$ cat src/rtl/uart_rx_fifo_receiver_if.sv
// uart_rx_fifo_receiver_if: serial line, frame configuration and FIFO read/status bundle
interface uart_rx_fifo_receiver_if #(
    parameter int DATA_WIDTH     = 8,
    parameter int FIFO_DEPTH     = 8,
    parameter int PRESCALE_WIDTH = 6
);
    logic                              serial_data_in;
    logic [1:0]                        data_len;
    logic                              parity_enable;
    logic                              parity_type;
    logic                              two_stop_bits;
    logic [PRESCALE_WIDTH-1:0]         prescale;
    logic                              rd_en;
    logic                              clr_errors;
    logic [DATA_WIDTH-1:0]             rd_data;
    logic                              rd_parity_err;
    logic                              rd_frame_err;
    logic                              fifo_empty;
    logic                              fifo_full;
    logic [$clog2(FIFO_DEPTH+1)-1:0]   fifo_count;
    logic                              overrun_error;
    logic                              break_detect;

    modport master (
        output serial_data_in, data_len, parity_enable, parity_type, two_stop_bits, prescale, rd_en, clr_errors,
        input  rd_data, rd_parity_err, rd_frame_err, fifo_empty, fifo_full, fifo_count, overrun_error, break_detect
    );
    modport slave (
        input  serial_data_in, data_len, parity_enable, parity_type, two_stop_bits, prescale, rd_en, clr_errors,
        output rd_data, rd_parity_err, rd_frame_err, fifo_empty, fifo_full, fifo_count, overrun_error, break_detect
    );
endinterface

$ cat src/rtl/uart_rx_fifo_receiver.sv
// uart_rx_fifo_receiver: oversampled UART receiver with majority voting, break detection and FWFT FIFO
module uart_rx_fifo_receiver #(
    parameter int DATA_WIDTH     = 8,
    parameter int FIFO_DEPTH     = 8,
    parameter int PRESCALE_WIDTH = 6
) (
    input logic                     UCLK,
    input logic                     reset,
    uart_rx_fifo_receiver_if.slave  bus
);
    localparam int PW = PRESCALE_WIDTH;
    localparam int BW = $clog2(DATA_WIDTH);
    localparam int AW = $clog2(FIFO_DEPTH);
    localparam int CW = $clog2(FIFO_DEPTH+1);
    localparam int WW = DATA_WIDTH + 2;

    typedef enum logic [2:0] {IDLE, START, DATA, PARITY, STOP1, STOP2, WAIT_IDLE} state_e;

    state_e                 state_q, state_d;
    logic [1:0]             sync_q, smp_q, smp_d, len_q, len_d;
    logic                   rx_s, rx_prev_q;
    logic [PW-1:0]          cnt_q, cnt_d, presc_q, presc_d, half;
    logic [BW-1:0]          bit_q, bit_d;
    logic [DATA_WIDTH-1:0]  data_q, data_d;
    logic                   perr_q, perr_d, zero_q, zero_d, pen_q, pen_d, ptype_q, ptype_d, two_q, two_d;
    logic                   vote, at_vote, at_end, done;
    logic                   push_q, push_d, brk_q, brk_d;
    logic [WW-1:0]          word_q, word_d;

    assign rx_s = sync_q[1];

    always_comb begin
        state_d = state_q;
        len_d   = len_q;
        pen_d   = pen_q;
        ptype_d = ptype_q;
        two_d   = two_q;
        presc_d = presc_q;
        bit_d   = bit_q;
        data_d  = data_q;
        perr_d  = perr_q;
        zero_d  = zero_q;
        push_d  = 1'b0;
        brk_d   = 1'b0;
        word_d  = word_q;
        half    = presc_q >> 1;
        smp_d[0] = (cnt_q == half - PW'(1)) ? rx_s : smp_q[0];
        smp_d[1] = (cnt_q == half) ? rx_s : smp_q[1];
        vote    = (smp_q[0] & smp_q[1]) | (rx_s & (smp_q[0] | smp_q[1]));
        at_vote = cnt_q == half + PW'(1);
        at_end  = cnt_q == presc_q - PW'(1);
        cnt_d   = at_end ? '0 : cnt_q + PW'(1);
        done    = at_vote && (state_q == STOP2 || (state_q == STOP1 && !(two_q && vote)));
        case (state_q)
            IDLE: begin
                cnt_d = '0;
                if (rx_prev_q && !rx_s) begin
                    state_d = START;
                    len_d   = bus.data_len;
                    pen_d   = bus.parity_enable;
                    ptype_d = bus.parity_type;
                    two_d   = bus.two_stop_bits;
                    presc_d = bus.prescale;
                    bit_d   = '0;
                    data_d  = '0;
                    perr_d  = 1'b0;
                    zero_d  = 1'b1;
                end
            end
            START: state_d = (at_vote && vote) ? IDLE : at_end ? DATA : START;
            DATA: begin
                if (at_vote) begin
                    data_d[bit_q] = vote;
                    zero_d        = zero_q & ~vote;
                end
                if (at_end) begin
                    if (bit_q == BW'(len_q) + BW'(4))
                        state_d = pen_q ? PARITY : STOP1;
                    else
                        bit_d = bit_q + BW'(1);
                end
            end
            PARITY: begin
                if (at_vote) begin
                    perr_d = (^data_q ^ vote) != ptype_q;
                    zero_d = zero_q & ~vote;
                end
                if (at_end) state_d = STOP1;
            end
            STOP1: if (at_end) state_d = STOP2;
            STOP2: state_d = STOP2;
            WAIT_IDLE: begin
                cnt_d = '0;
                if (rx_s) state_d = IDLE;
            end
            default: state_d = IDLE;
        endcase
        // frame ends at the last stop-bit decision so the next start edge is never missed
        if (done) begin
            state_d = vote ? IDLE : WAIT_IDLE;
            push_d  = 1'b1;
            brk_d   = state_q == STOP1 && zero_q && !vote;
            word_d  = {!vote, perr_q, data_q};
        end
    end

    always_ff @(posedge UCLK) begin
        if (!reset) begin
            state_q   <= IDLE;
            sync_q    <= 2'b11;
            rx_prev_q <= 1'b1;
            smp_q     <= 2'b11;
            cnt_q     <= '0;
            bit_q     <= '0;
            len_q     <= '0;
            pen_q     <= 1'b0;
            ptype_q   <= 1'b0;
            two_q     <= 1'b0;
            presc_q   <= '0;
            data_q    <= '0;
            perr_q    <= 1'b0;
            zero_q    <= 1'b0;
            push_q    <= 1'b0;
            brk_q     <= 1'b0;
            word_q    <= '0;
        end else begin
            state_q   <= state_d;
            sync_q    <= {sync_q[0], bus.serial_data_in};
            rx_prev_q <= rx_s;
            smp_q     <= smp_d;
            cnt_q     <= cnt_d;
            bit_q     <= bit_d;
            len_q     <= len_d;
            pen_q     <= pen_d;
            ptype_q   <= ptype_d;
            two_q     <= two_d;
            presc_q   <= presc_d;
            data_q    <= data_d;
            perr_q    <= perr_d;
            zero_q    <= zero_d;
            push_q    <= push_d;
            brk_q     <= brk_d;
            word_q    <= word_d;
        end
    end

    logic [WW-1:0] mem [FIFO_DEPTH];
    logic [AW-1:0] wp_q, rp_q;
    logic [CW-1:0] fcnt_q;
    logic          ovr_q, empty, full, pop, push;

    assign empty = fcnt_q == '0;
    assign full  = fcnt_q == CW'(FIFO_DEPTH);
    assign pop   = bus.rd_en && !empty;
    assign push  = push_q && (!full || pop);

    always_ff @(posedge UCLK) begin
        if (!reset) begin
            wp_q   <= '0;
            rp_q   <= '0;
            fcnt_q <= '0;
            ovr_q  <= 1'b0;
        end else begin
            wp_q   <= wp_q + AW'(push);
            rp_q   <= rp_q + AW'(pop);
            fcnt_q <= fcnt_q + CW'(push) - CW'(pop);
            ovr_q  <= (push_q && !push) || (ovr_q && !bus.clr_errors);
        end
    end

    always_ff @(posedge UCLK)
        if (push) mem[wp_q] <= word_q;

    assign bus.rd_data       = empty ? '0 : mem[rp_q][DATA_WIDTH-1:0];
    assign bus.rd_parity_err = !empty && mem[rp_q][DATA_WIDTH];
    assign bus.rd_frame_err  = !empty && mem[rp_q][DATA_WIDTH+1];
    assign bus.fifo_empty    = empty;
    assign bus.fifo_full     = full;
    assign bus.fifo_count    = fcnt_q;
    assign bus.overrun_error = ovr_q;
    assign bus.break_detect  = brk_q;
endmodule

$ cat src/flat_wrapper.sv
// flat-port wrapper written by rule: the top's interface ports become plain ports
module uart_rx_fifo_receiver_flat 
#(
    parameter int DATA_WIDTH     = 8,
    parameter int FIFO_DEPTH     = 8,
    parameter int PRESCALE_WIDTH = 6
)
  (UCLK, reset, bus_serial_data_in, bus_data_len, bus_parity_enable, bus_parity_type, bus_two_stop_bits, bus_prescale, bus_rd_en, bus_clr_errors, bus_rd_data, bus_rd_parity_err, bus_rd_frame_err, bus_fifo_empty, bus_fifo_full, bus_fifo_count, bus_overrun_error, bus_break_detect);
  uart_rx_fifo_receiver_if #(.DATA_WIDTH(DATA_WIDTH), .FIFO_DEPTH(FIFO_DEPTH), .PRESCALE_WIDTH(PRESCALE_WIDTH)) bus_i ();
  input logic UCLK;
  input logic reset;
  input wire logic [$bits(bus_i.serial_data_in)-1:0] bus_serial_data_in;
  input wire logic [$bits(bus_i.data_len)-1:0] bus_data_len;
  input wire logic [$bits(bus_i.parity_enable)-1:0] bus_parity_enable;
  input wire logic [$bits(bus_i.parity_type)-1:0] bus_parity_type;
  input wire logic [$bits(bus_i.two_stop_bits)-1:0] bus_two_stop_bits;
  input wire logic [$bits(bus_i.prescale)-1:0] bus_prescale;
  input wire logic [$bits(bus_i.rd_en)-1:0] bus_rd_en;
  input wire logic [$bits(bus_i.clr_errors)-1:0] bus_clr_errors;
  output wire logic [$bits(bus_i.rd_data)-1:0] bus_rd_data;
  output wire logic [$bits(bus_i.rd_parity_err)-1:0] bus_rd_parity_err;
  output wire logic [$bits(bus_i.rd_frame_err)-1:0] bus_rd_frame_err;
  output wire logic [$bits(bus_i.fifo_empty)-1:0] bus_fifo_empty;
  output wire logic [$bits(bus_i.fifo_full)-1:0] bus_fifo_full;
  output wire logic [$bits(bus_i.fifo_count)-1:0] bus_fifo_count;
  output wire logic [$bits(bus_i.overrun_error)-1:0] bus_overrun_error;
  output wire logic [$bits(bus_i.break_detect)-1:0] bus_break_detect;
  assign bus_i.serial_data_in = bus_serial_data_in;
  assign bus_i.data_len = bus_data_len;
  assign bus_i.parity_enable = bus_parity_enable;
  assign bus_i.parity_type = bus_parity_type;
  assign bus_i.two_stop_bits = bus_two_stop_bits;
  assign bus_i.prescale = bus_prescale;
  assign bus_i.rd_en = bus_rd_en;
  assign bus_i.clr_errors = bus_clr_errors;
  assign bus_rd_data = bus_i.rd_data;
  assign bus_rd_parity_err = bus_i.rd_parity_err;
  assign bus_rd_frame_err = bus_i.rd_frame_err;
  assign bus_fifo_empty = bus_i.fifo_empty;
  assign bus_fifo_full = bus_i.fifo_full;
  assign bus_fifo_count = bus_i.fifo_count;
  assign bus_overrun_error = bus_i.overrun_error;
  assign bus_break_detect = bus_i.break_detect;
  uart_rx_fifo_receiver #(.DATA_WIDTH(DATA_WIDTH), .FIFO_DEPTH(FIFO_DEPTH), .PRESCALE_WIDTH(PRESCALE_WIDTH)) u_core (.UCLK(UCLK), .reset(reset), .bus(bus_i));
endmodule
$ cat config.mk
export PLATFORM = sky130hd
export DESIGN_NAME = uart_rx_fifo_receiver_flat
export DESIGN_NICKNAME = d
export VERILOG_FILES = /design/src/rtl/uart_rx_fifo_receiver_if.sv /design/src/rtl/uart_rx_fifo_receiver.sv /design/src/flat_wrapper.sv
export SDC_FILE = /design/constraint.sdc
export NUM_CORES = 1
export LEC_CHECK = 0
export CAP_MARGIN = 20
export CORE_MARGIN = 3
export CORE_UTILIZATION = 60
export CTS_BUF_LIST = sky130_fd_sc_hd__clkbuf_16
export CTS_CLUSTER_DIAMETER = 80
export DETAILED_ROUTE_END_ITERATION = 7
export PLACE_DENSITY_LB_ADDON = 0.15
export SLEW_MARGIN = 5
export SYNTH_ARGS = -nofsm -noshare
export SYNTH_HDL_FRONTEND = slang
export SYNTH_SLANG_ARGS = --single-unit
$ cat constraint.sdc
create_clock -name UCLK -period 5.9 [get_ports UCLK]
set_input_delay 0.885 -clock UCLK [delete_from_list [all_inputs] [get_ports UCLK]]
set_output_delay 0.885 -clock UCLK [all_outputs]
set_load 0.005 [all_outputs]
==> results.py <==
metrics = {
    "status": {
        "outcome": "finished clean",
    },
    "timing": {
        "period_share_pct": 60.2,
        "tightest_slew_ns": 1.07,
        "clock.fmax_mhz": 282,
        "fin_crit_ns": 3.55,
        "slew_headroom_pct": 28.7,
        "finalClockSkew_ns": 0.0113,
        "timing.hold.ws_ns": 0.435,
        "setup_tns_ns": 0,
        "rsz0062_at_grt": "no",
        "final_hold_viol_count": 0,
        "final.setup.worst_slack_ns": 2.35,
        "slew_violations": 0,
        "setup_viol": 0,
    },
    "die": {
        "start_util_pct": 62.9,
        "die_area_um2": 12300,
        "die_w_um": 111,
        "die_h_um": 111,
        "io_pins": 34,
        "row_count": 37,
        "fp.coreArea_um2": 10500,
    },
    "global_route": {
        "grt_use_met1_pct": 29.0,
        "use_met2_pct": 37.0,
        "busiest_layer": "met2",
        "gr-usage-met3_pct": 5.84,
        "grt_pass1_vias": 4185,
        "grt_pass1_wl_um": 21700,
        "overflow": 0,
        "grt_usage_pct": 22.4,
        "grt_max_degree": 56,
        "antenna_found_initial": 0,
    },
    "yosys": {
        "synth_warnings": 0,
        "ys_ff_latch": 141,
        "seq_area_frac_synth_pct": 54.8,
        "ys_async_sr_fraction_pct": 0,
        "synth.distinct_cells": 62,
        "synth.avg_cell_area_um2": 12.2,
        "syn_inst": 543,
        "synth_edf_count": 80,
        "postSynthNetCount": 576,
        "synth_flop_cell": "edfxtp_1",
        "syn_area_um2": 6610,
    },
    "critical_path": {
        "max_stage_delay_ns": 0.57,
        "crit_type": "register to output pin",
        "r2r_slack_ns": 2.98,
        "cp-end-kind": "output pin",
        "crit_required_ns": 5.02,
        "slowest_stage": "dfxtp_1",
        "timing.rr.start": "u_core.presc_q[1]",
        "cp_top_family": "buffers and inverters",
        "arrival_ns": 2.67,
        "rr_endpoint": "u_core.word_q[3]",
        "cp_num_buf_inv": 2,
        "path_cells": "buf_4 -> mux4_2 -> mux2i_1 -> nor2_1 -> clkdlybuf4s50_1",
        "start_kind": "register",
        "critical_path.max_fanout": 15,
        "crit_path_start": "u_core.rp_q[0]",
        "r2r_cells": 8,
    },
    "final_layout": {
        "n_antenna_cell": 0,
        "final_cell_mix": "edfxtp_1 (80), dfxtp_1 (61), nor2_1 (50), nand2_1 (42), clkdlybuf4s50_1 (33)",
        "final_common_cell": "edfxtp_1",
        "area.growth.synth_to_final_pct": 14.2,
        "drive_above_1_share_pct": 12.1,
        "final_util_pct": 71.8,
        "nets": 600,
    },
    "power": {
        "ir_drop_mv": 0.194,
        "power.density_nw_per_um2": 384,
        "p_leak_nw": 2.65,
    },
    "clock_tree": {
        "cts_buffers": 17,
        "cts_setup_buffers": 0,
        "cts_root_buf": "clkbuf_16",
        "clk_latency_ns": 0.42,
        "cts.sinks": 141,
        "postCtsHoldBufs": 0,
        "path_clk_slew_ns": 0.07,
        "cts-resized-gates": 0,
        "cts.htree.levels": 4,
        "cts_tree": "yes",
        "clk_path_buf_depth": 2,
    },
    "drt": {
        "wirelength_um": 13100,
        "viasPerCell": 5.87,
        "drt_iter0_drc": 266,
        "ant_nets": 0,
        "vias": 4206,
        "drc_errors": 0,
        "avgRoutedWirePerCell_um": 18.3,
        "first_pass_iters": 5,
    },
    "hold_path": {
        "min_path_cells": 1,
        "holdCritPathClass": "register to register",
        "whs_endpoint": "u_core.sync_q[1]",
        "hold_start": "u_core.sync_q[0]",
    },
    "placement": {
        "io_buffers": 33,
        "hpwl_um": 8470,
        "dp_slack_ns": 2.68,
        "place_congestion": 0.834,
    },
    "job": {
        "drv_cap": 0,
    },
}
-- Yosys cell counts, drive strengths merged (2+ instances only) --
master / count / area, um2
and2: 13 / 81.3
o31ai: 2 / 15.0
nor4b: 3 / 41.3
a21o: 3 / 22.5
nor2b: 17 / 106
edfxtp: 80 / 2400
nand3b: 3 / 35.0
o311ai: 2 / 17.5
nand3: 12 / 65.1
a211o: 3 / 26.3
or4: 2 / 15.0
nor3: 6 / 46.3
a31oi: 3 / 18.8
a21oi: 7 / 35.0
and3: 6 / 37.5
or3: 3 / 23.8
nand2: 42 / 158
xnor2: 20 / 175
mux4: 20 / 450
o21ai: 15 / 78.8
buf: 18 / 133
nand4: 2 / 12.5
ha: 16 / 200
dfxtp: 61 / 1220
or2: 2 / 12.5
a21boi: 18 / 139
xor2: 14 / 130
nor3b: 3 / 22.5
mux2i: 22 / 220
nor2: 50 / 188
a211oi: 5 / 37.5
nand2b: 13 / 81.3
inv: 15 / 56.3
o211ai: 4 / 43.8
nand4b: 3 / 26.3
o21a: 8 / 60.1
o21bai: 2 / 15.0
clkbuf: 15 / 56.3
-- cells by family after synthesis --
logic type	Yosys count	synth area share, %
flops	141	54.8
fa+ha+maj	17	3.33
mux	43	10.3
buf+inv	48	3.71
xor+xnor	34	4.62
compound gates	78	8.52
simple gates	182	14.6
-- metal layers --
layer  part of all wire (%)  vias to the layer above  wire length [um]
met2                     51                      140              6710
met4                    1.3                        0               168
met3                    5.2                       12               677
met5                      0                        -                 0
met1                     42                     2041              5560
li1                       -                     2013                 -
-- sequential cells by signal, summed over array words and instances (netlist names) --
signal,count
u_core.two_q,1
u_core.rx_prev_q,1
u_core.len_q,2
u_core.cnt_q,6
u_core.bus.overrun_error,1
u_core.perr_q,1
u_core.pen_q,1
u_core.smp_q,2
u_core.bus.fifo_count,4
u_core.rp_q,3
u_core.bus.break_detect,1
u_core.bit_q,3
u_core.mem,80
u_core.ptype_q,1
u_core.state_q,3
u_core.wp_q,3
u_core.push_q,1
u_core.sync_q,2
u_core.data_q,8
u_core.zero_q,1
u_core.presc_q,6
u_core.word_q,10
-- worst reg2reg max path, delay by kind of cell (launching register included) --
kind	cells	cell delay (ns)
AO/OA/AOI/OAI	1	0.23
XOR/XNOR	1	0.24
adder cells (fa/ha/maj)	1	0.32
buffers and inverters	1	0.13
flip-flops	1	0.46
multiplexers	1	0.28
AND/OR/NAND/NOR	3	1.14
-- how the worst max path moves through the flow --
stage                                   to  slack, ns  cells past startpoint
after CTS                   bus_rd_data[5]       2.25                      5
after global routing        bus_rd_data[5]       2.17                      5
after floorplan           u_core.mem[0][0]       3.37                      5
after global placement    u_core.mem[2][6]       2.77                      6
final                       bus_rd_data[5]       2.35                      5
after detailed placement  u_core.mem[3][6]       2.68                      6
-- power by group --
part	leakage (nW)	switching [mW]	internal, mW
sequential	1.25	0.0775	1.06
combinational	1.11	0.313	0.380
clock	0.287	0.459	0.604
-- through the flow --
stage	power, mW	instance area (um2)	instances
finish	2.90	7550	716
CTS	2.92	7550	716
detailed placement	1.85	6960	684
global placement	1.82	6960	684
floorplan	1.61	6610	543
global route	3.04	7550	716
-- layout make-up --
class                           instances  area (um2)
Sequential cell                       141        3620
Fill cell                             738        2960
Multi-Input combinational cell        354        2740
Clock buffer                           17         425
Timing Repair Buffer                   38         368
Tap cell                              136         170
Clock inverter                         15         165
Inverter                               15        56.3
No activity file was read; power rests on OpenSTA's default activity.
